===== src/rtl/snake_ctrl.sv =====
// Game-rule controller for snake_pos: filters direction requests, checks wall/self/food
// once per pacemaker step, places new food from an LFSR and keeps a saturating score.
module snake_ctrl #(
    parameter int          GRID_W    = 40,
    parameter int          GRID_H    = 30,
    parameter int          FOOD_X0   = 20,
    parameter int          FOOD_Y0   = 15,
    parameter logic [15:0] LFSR_SEED = 16'hACE1,
    parameter int          PLACE_MAX = 64
) (
    input  logic       clk,
    input  logic       rst_n,
    input  logic       start,
    input  logic       tick,
    input  logic [1:0] dir_req,
    input  logic       dir_valid,
    input  logic [8:0] snake_x0,
    input  logic [8:0] snake_x1,
    input  logic [8:0] snake_x2,
    input  logic [8:0] snake_x3,
    input  logic [8:0] snake_x4,
    input  logic [8:0] snake_y0,
    input  logic [8:0] snake_y1,
    input  logic [8:0] snake_y2,
    input  logic [8:0] snake_y3,
    input  logic [8:0] snake_y4,
    output logic [1:0] dir,
    output logic       grow,
    output logic [8:0] food_x,
    output logic [8:0] food_y,
    output logic [7:0] score,
    output logic       game_over
);

    localparam int         TRY_W   = $clog2(PLACE_MAX + 1);
    localparam logic [8:0] GW      = 9'(GRID_W);
    localparam logic [8:0] GH      = 9'(GRID_H);
    localparam logic [8:0] FX0     = 9'(FOOD_X0);
    localparam logic [8:0] FY0     = 9'(FOOD_Y0);
    localparam logic [TRY_W-1:0] TRY_LAST = TRY_W'(PLACE_MAX - 1);

    typedef enum logic [2:0] {
        S_IDLE,
        S_RUN,
        S_CHECK,
        S_PLACE,
        S_OVER
    } state_t;

    state_t            state;
    logic [1:0]        pend_dir;
    logic              tick_pend;
    logic [15:0]       lfsr;
    logic [TRY_W-1:0]  tries;

    logic              lfsr_fb;
    logic              reversal;
    logic              wall_hit;
    logic              self_hit;
    logic              food_hit;
    logic [8:0]        cand_x;
    logic [8:0]        cand_y;
    logic              cand_on_snake;
    logic              cand_ok;

    // A reversal flips the low bit while staying on the same axis (up/down or left/right).
    assign reversal = (dir_req[1] == dir[1]) && (dir_req[0] != dir[0]);

    assign lfsr_fb  = lfsr[0] ^ lfsr[2] ^ lfsr[3] ^ lfsr[5];

    // Unsigned 9-bit compare also catches coordinates that wrapped below zero.
    assign wall_hit = (snake_x0 >= GW) || (snake_y0 >= GH);
    assign self_hit = ((snake_x0 == snake_x1) && (snake_y0 == snake_y1)) ||
                      ((snake_x0 == snake_x2) && (snake_y0 == snake_y2)) ||
                      ((snake_x0 == snake_x3) && (snake_y0 == snake_y3)) ||
                      ((snake_x0 == snake_x4) && (snake_y0 == snake_y4));
    assign food_hit = (snake_x0 == food_x) && (snake_y0 == food_y);

    assign cand_x        = {3'b000, lfsr[5:0]};
    assign cand_y        = {4'b0000, lfsr[10:6]};
    assign cand_on_snake = ((cand_x == snake_x0) && (cand_y == snake_y0)) ||
                           ((cand_x == snake_x1) && (cand_y == snake_y1)) ||
                           ((cand_x == snake_x2) && (cand_y == snake_y2)) ||
                           ((cand_x == snake_x3) && (cand_y == snake_y3)) ||
                           ((cand_x == snake_x4) && (cand_y == snake_y4));
    assign cand_ok       = (cand_x < GW) && (cand_y < GH) && !cand_on_snake;

    always_ff @(posedge clk or negedge rst_n) begin
        if (!rst_n) begin
            state     <= S_IDLE;
            dir       <= 2'd3;
            pend_dir  <= 2'd3;
            grow      <= 1'b0;
            food_x    <= FX0;
            food_y    <= FY0;
            score     <= 8'd0;
            game_over <= 1'b0;
            tick_pend <= 1'b0;
            lfsr      <= LFSR_SEED;
            tries     <= '0;
        end else begin
            lfsr <= {lfsr_fb, lfsr[15:1]};
            grow <= 1'b0;
            if (dir_valid && !reversal) begin
                pend_dir <= dir_req;
            end

            case (state)
                S_IDLE: begin
                    tick_pend <= 1'b0;
                    if (start) begin
                        state     <= S_RUN;
                        score     <= 8'd0;
                        game_over <= 1'b0;
                        food_x    <= FX0;
                        food_y    <= FY0;
                    end
                end

                S_RUN: begin
                    if (tick || tick_pend) begin
                        state     <= S_CHECK;
                        tick_pend <= 1'b0;
                        dir       <= pend_dir;
                    end
                end

                // Positions from snake_pos have settled one clock after the tick.
                S_CHECK: begin
                    if (tick) begin
                        tick_pend <= 1'b1;
                    end
                    if (wall_hit || self_hit) begin
                        state     <= S_OVER;
                        game_over <= 1'b1;
                    end else if (food_hit) begin
                        state <= S_PLACE;
                        grow  <= 1'b1;
                        tries <= '0;
                        if (score != 8'hFF) begin
                            score <= score + 8'd1;
                        end
                    end else begin
                        state <= S_RUN;
                    end
                end

                S_PLACE: begin
                    if (tick) begin
                        tick_pend <= 1'b1;
                    end
                    if (cand_ok) begin
                        food_x <= cand_x;
                        food_y <= cand_y;
                        state  <= S_RUN;
                    end else if (tries == TRY_LAST) begin
                        state <= S_RUN;
                    end else begin
                        tries <= tries + 1'b1;
                    end
                end

                S_OVER: begin
                    tick_pend <= 1'b0;
                    if (start) begin
                        state     <= S_RUN;
                        score     <= 8'd0;
                        game_over <= 1'b0;
                        food_x    <= FX0;
                        food_y    <= FY0;
                        dir       <= 2'd3;
                        pend_dir  <= 2'd3;
                    end
                end

                default: state <= S_IDLE;
            endcase
        end
    end

endmodule


===== config.mk =====
export PLATFORM = sky130hd
export DESIGN_NAME = snake_ctrl
export DESIGN_NICKNAME = d
export VERILOG_FILES = /design/src/rtl/snake_ctrl.sv
export SDC_FILE = /design/constraint.sdc
export NUM_CORES = 1
export LEC_CHECK = 0
export CAP_MARGIN = 20
export CORE_AREA = 2 2 76 114
export CTS_CLUSTER_DIAMETER = 100
export DETAILED_ROUTE_END_ITERATION = 8
export DIE_AREA = 0 0 78 116
export PLACE_DENSITY = 0.86
export SLEW_MARGIN = 10
export SYNTH_ARGS = -nofsm -noshare
export SYNTH_HDL_FRONTEND = slang
export SYNTH_SLANG_ARGS = --single-unit
export TNS_END_PERCENT = 5

===== constraint.sdc =====
create_clock -name clk -period 3.45 [get_ports clk]
set_input_delay 0.345 -clock clk [delete_from_list [all_inputs] [get_ports clk]]
set_output_delay 0.345 -clock clk [all_outputs]
set_load 0.01 [all_outputs]

==> results of run 1 <==
[power groups by stage]
| stage | Clock (mW) | Combinational [mW] | Sequential, mW |
|---|---|---|---|
| finish | 0.582 | 0.898 | 0.863 |
| global route | 0.614 | 0.985 | 0.879 |
| detailed placement | 0 | 0.891 | 0.870 |
| global placement | 0 | 0.855 | 0.862 |
| CTS | 0.594 | 0.895 | 0.861 |
| floorplan | 0 | 0.517 | 0.854 |
[cells in the mapped netlist, types with 13 or more instances]
cell type  number  share of area
nand4_1        15          0.023
dfrtp_1        34           0.21
xnor2_1        62           0.13
o21ai_0        24          0.029
nand3_1        21          0.026
nor4_1         29          0.044
a21oi_1        13          0.016
dfstp_2        18           0.12
xor2_1         81           0.17
nor2_1         26          0.024
clkbuf_1       13          0.012
buf_4          23          0.042
nand2_1        19          0.017
[layout by cell type, fill, tap and decap left out, types with 3 or more instances in the layout]
cell	n
clkdlybuf4s50_1	118
a31oi_1	6
conb_1	7
dfstp_2	18
o31ai_1	10
xnor2_1	62
nor2_1	26
nand3_1	21
nor3_1	4
dfrtp_1	34
nand2b_1	3
nand4_1	15
xor2_1	81
nand2_1	19
or4_1	3
o21ai_0	24
clkbuf_16	5
a21oi_1	13
and3_1	6
inv_1	7
buf_4	9
nor4_1	29
[how the worst max path moves through the flow]
| stage | end | slack, ns | cells past startpoint |
|---|---|---|---|
| floorplan | tries[5] | 1.27 | 8 |
| global placement | score[7] | 0.40 | 11 |
| detailed placement | score[7] | 0.35 | 11 |
| CTS | score[5] | 0.66 | 11 |
| global route | score[5] | 0.48 | 11 |
| finish | score[7] | 0.62 | 11 |
[final cells by class]
type / count / area, um^2
clock buffers: 5 / 125
clock inverters: 3 / 50.0
fillers: 639 / 2570
inverters: 7 / 26.3
multi-input cells: 358 / 2500
flip-flops and latches: 52 / 1320
well taps: 105 / 131
repair buffers: 130 / 1280
[sequential cells by signal, indices dropped and copies added, names as in the netlist, 2 cells and up]
signal    cells
lfsr         16
score         8
tries         7
food_x        6
food_y        5
state         3
dir           2
pend_dir      2
[per-layer routing]
metal | share of wire | vias up | track usage | routed length (um)
li1 | - | 1742 | - | -
met1 | 0.35 | 1796 | 0.291 | 4220
met2 | 0.51 | 238 | 0.492 | 6090
met3 | 0.066 | 58 | 0.0319 | 793
met4 | 0.072 | 0 | 0.213 | 856
met5 | 0 | - | 0 | 0
[worst max-delay path, cell delays in order]
cell             delay [ns]
clkdlybuf4s50_1        0.67
buf_4                  0.21
xor2_1                 0.15
nor4_1                 0.07
nand3_1                0.10
nor4_1                 0.08
nor3_1                 0.61
a21oi_4                0.11
or2_0                  0.23
buf_4                  0.17
o41ai_2                0.27
[cells by family after synthesis]
family | count (synthesis) | synth area share
AND/OR/NAND/NOR | 136 | 0.178
adder cells (fa/ha/maj) | 2 | 0.00611
flip-flops | 52 | 0.323
other | 1 | 0.000916
AO/OA/AOI/OAI | 68 | 0.108
multiplexers | 2 | 0.00489
XOR/XNOR | 143 | 0.306
buffers and inverters | 51 | 0.0721
[stage by stage]
step,setup slack [ns],std cells
5_1_grt,0.484,660
6_report,0.616,660
3_5_place_dp,0.353,650
3_3_place_gp,0.404,650
2_1_floorplan,1.27,461
4_1_cts,0.657,658
==> flow_metrics.tcl, run 1 <==
set metrics [dict create \
    syn_avg_cell_area_um2 9.00 \
    p_leak_nw 2.11 \
    grt_pass1_vias 3855 \
    final-setup-viol-count 0 \
    reg2reg_to "score[7]" \
    fin_setup_tns_ns 0 \
    status "complete, no violations" \
    synth-seq-cells 52 \
    syn-instance-count 455 \
    hp-start "lfsr[11]" \
    fin_crit_sh 0.821 \
    pwr-share-seq 0.368 \
    grt_pass1_wl_mm 19.0 \
    nets 653 \
    cts_buffer_depth 2 \
    port-buffer-count 119 \
    arrival_ns 3.03 \
    r2r_cells 9 \
    avgRoutedWirePerCell_um 18.1 \
    vdd_drop_max_uv 274 \
    grt_antenna_before_repair 0 \
    die_w_um 78 \
    rsz0062_at_grt "false" \
    vias 3834 \
    pwr-share-clk 0.248 \
    p_int_mw 1.53 \
    cts_root_buffer "clkbuf_16" \
    critPathMaxFanout 8 \
    synth_area_um2 4090 \
    fmax_ghz 0.353 \
    comb_power_share 0.383 \
    hp-class "reg -> reg" \
    cts_resized 0 \
    startpoint "snake_x0[2]" \
    clkSlewWorstSetupHoldPaths_ns 0.07 \
    cts_hold_buf 0 \
    placed_cell_area_um2 5230 \
    worstPathRequired_ns 3.64 \
    die_height_um 116 \
    grt_use_total 0.274 \
    max-cap-violations 0 \
    initial_utilization 0.511 \
    wirelength_mm 12.0 \
    area_growth_pct 32.8 \
    swShare 0.347 \
    vias_per_cell 5.81 \
    clkLatencyLatePin_ns 0.30 \
    synth.distinct_cells 47 \
    grt_overflow 0 \
    switchingPower_mw 0.814 \
    synth-edff-count 0 \
    critPathLaunchType "input pin" \
    diodes 0 \
    cts_buffers 5 \
    dr.pass1.iters 5 \
    dieArea_um2 9050 \
    hold_end "lfsr[10]" \
    power-per-cell-area_nw_per_um2 431 \
    relSlewSlack 0.501 \
    holdPathStages 0 \
    drc 0 \
    drive_above_1_share 0.0811 \
    finalHoldViolCount 0 \
    finalCriticalPeriod_ns 2.83 \
    power_mw 2.34 \
    clock_skew_ns 0.00638 \
    tightest_slew_ns 0.743 \
    drt_iter0_markers 198 \
    yosysSeqAreaShare 0.323 \
    fp.coreArea_um2 8010 \
    io_pins 127 \
    place_hpwl_mm 9.82 \
    slew_violations 0 \
    place_congestion 1.06 \
    cts-htree-levels 2 \
    hold_slack_ns 0.360 \
    crit_type "in -> reg" \
    yosys_warnings 0 \
    drtAntennaViolNets 0 \
    post-route-util 0.679 \
    r2r_start "state[2]" \
    postCtsSetupBuffers 0 \
    grt_max_degree 53 \
    ys.flop_type "dfrtp_1" \
    row_count 40 \
    cts.sinks 52 \
    cts_tree "yes" \
    finalInstanceArea_um2 5440 \
    synthArstFlopShare 1.00 \
    crit_path_end_kind "register" \
    rrSetupSlack_ns 0.97 \
]
(Power assumes the default switching activity.)
==> run 2: changes to the inputs <==
--- a/config.mk
+++ b/config.mk
@@ -6,11 +6,11 @@
 export NUM_CORES = 1
 export LEC_CHECK = 0
 export CAP_MARGIN = 20
-export CORE_AREA = 2 2 76 114
+export CORE_AREA = 2 2 83 125
 export CTS_CLUSTER_DIAMETER = 100
 export DETAILED_ROUTE_END_ITERATION = 8
-export DIE_AREA = 0 0 78 116
-export PLACE_DENSITY = 0.86
+export DIE_AREA = 0 0 85 127
+export PLACE_DENSITY = 0.76
 export SLEW_MARGIN = 10
 export SYNTH_ARGS = -nofsm -noshare
 export SYNTH_HDL_FRONTEND = slang
==> constraint.sdc (replaced) <==
create_clock -name clk -period 2.6 [get_ports clk]
set_input_delay 0.26 -clock clk [delete_from_list [all_inputs] [get_ports clk]]
set_output_delay 0.26 -clock clk [all_outputs]
set_load 0.01 [all_outputs]
==> flow_metrics.tcl, run 2 (same netlist as run 1, synthesis figures left out) <==
set metrics [dict create \
    status "complete, no violations" \
    row_count 44 \
    port-buffer-count 119 \
    crit_path_end_kind "register" \
    cts-htree-levels 2 \
    die_height_um 127 \
    top_register "lfsr" \
    vias_per_cell 5.48 \
    vias 3867 \
    cp_slowest_cell "clkdlybuf4s50_1" \
    vdd_drop_max_uv 463 \
    power_mw 3.06 \
    area_growth_pct 40.1 \
    arrival_ns 2.69 \
    wirelength_mm 12.6 \
    grt_max_degree 23 \
    die_w_um 85 \
    finalCriticalPeriod_ns 2.51 \
    grt_pass1_vias 4094 \
    clkSlewWorstSetupHoldPaths_ns 0.07 \
    largest_register_ffs 16 \
    max-cap-violations 0 \
    drc 0 \
    finalInstanceArea_um2 5730 \
    io_pins 127 \
    slew_violations 0 \
    dr.pass1.iters 4 \
    critPathMaxFanout 8 \
    worstPathRequired_ns 2.78 \
    holdPathStages 0 \
    drtAntennaViolNets 0 \
    rrSetupSlack_ns 0.23 \
    hold_slack_ns 0.360 \
    r2r_cells 9 \
    final-setup-viol-count 0 \
    diodes 0 \
    hold_end "lfsr[11]" \
    hp-class "reg -> reg" \
    cts_tree "yes" \
    fp.coreArea_um2 9630 \
    initial_utilization 0.425 \
    r2r_start "state[1]" \
    final_common_cell "clkdlybuf4s50_1" \
    crit_type "in -> reg" \
    power-per-cell-area_nw_per_um2 533 \
    cts_buffers 5 \
    hp-start "lfsr[12]" \
    grt_overflow 0 \
    critPathLaunchType "input pin" \
    grt_use_total 0.234 \
    path_cells "clkdlybuf4s50_1 -> nor4_4 -> nand2_2 -> nor4_1 -> nand3_1 -> a31oi_1 -> a21oi_2 -> or2_0 -> buf_4 -> o41ai_2" \
    clkLatencyLatePin_ns 0.29 \
    avgRoutedWirePerCell_um 17.8 \
    drive_above_1_share 0.140 \
    mostFrequentLayoutCells "clkdlybuf4s50_1 (116), xor2_1 (81), xnor2_1 (62)" \
    grt_antenna_before_repair 0 \
    dieArea_um2 10800 \
    setup_slack_ns 0.0921 \
    postCtsSetupBuffers 0 \
    cts_buffer_depth 2 \
    cts.sinks 52 \
    cts_root_buffer "clkbuf_16" \
    placed_cell_area_um2 5550 \
    grt_pass1_wl_mm 20.0 \
    place_hpwl_mm 10.3 \
    place_ws_ns -0.259 \
    nets 689 \
    p_leak_nw 2.29 \
    reg_top3 "lfsr (16), score (8), tries (7)" \
    max_stage_delay_ns 0.57 \
    place_congestion 0.918 \
    clock_skew_ns 0.00739 \
    reg2reg_to "score[7]" \
    drt_iter0_markers 189 \
    finalHoldViolCount 0 \
    post-route-util 0.595 \
    fmax_ghz 0.399 \
    fin_crit_sh 0.965 \
]
## run 2: cell types whose count changed in the layout (fill, tap and decap cells not counted), sizes merged
cell,delta
clkbuf,+1
dlymetal6s2s,+2
clkinvlp,+1
buf,+36
inv,-1
clkdlybuf4s50,-2
bufinv,-1
## run 2: worst max path at each step
stage / to / start / cells after the start
after global placement: score[7] / snake_x0[2] / 12
final: score[7] / snake_y0[6] / 10
after detailed placement: score[7] / snake_x0[2] / 12
after floorplan: tries[5] / lfsr[5] / 8
after CTS: score[7] / snake_x0[2] / 12
after global routing: score[4] / snake_x0[1] / 11
## run 2: power breakdown
part | total (mW) | internal (mW) | switching, mW | leakage, nW
combinational | 1.29 | 0.639 | 0.649 | 1.57
sequential | 1.11 | 0.989 | 0.126 | 0.653
clock | 0.655 | 0.361 | 0.294 | 0.0675
## run 2: what timing repair did
| action | in CTS | in global routing |
|---|---|---|
| hold buffers | 1 | 0 |
| gates resized for setup | 0 | 6 |
| setup endpoints to repair | 0 | 12 |
| endpoints found under the hold margin | 18 | 0 |
## run 2: layer usage
layer	track usage	vias up	part of all wire
met4	0.124	0	0.047
met3	0.0323	45	0.052
met5	0	-	0
met2	0.454	177	0.54
met1	0.236	1822	0.36
li1	-	1823	-
## run 2: area by class of cell
class	instances	area [um^2]
fill	835	3900
multi-input combinational	358	2520
timing repair buffer	166	1570
sequential	52	1320
tap	115	144
clock buffer	6	129
inverter	7	26.3
clock inverter	2	16.3
## run 2: critical path, delay by kind of cell
| kind | cells | cell delay [ns] |
|---|---|---|
| AND/OR/NAND/NOR | 5 | 1.15 |
| buffers and inverters | 2 | 0.74 |
| AO/OA/AOI/OAI | 3 | 0.54 |
## run 2: metrics by stage
| step | cells | setup TNS [ns] |
|---|---|---|
| finish | 706 | 0 |
| global route | 706 | -0.428 |
| CTS | 706 | 0 |
| detailed placement | 697 | -2.66 |
| global placement | 697 | -2.05 |
| floorplan | 461 | 0 |
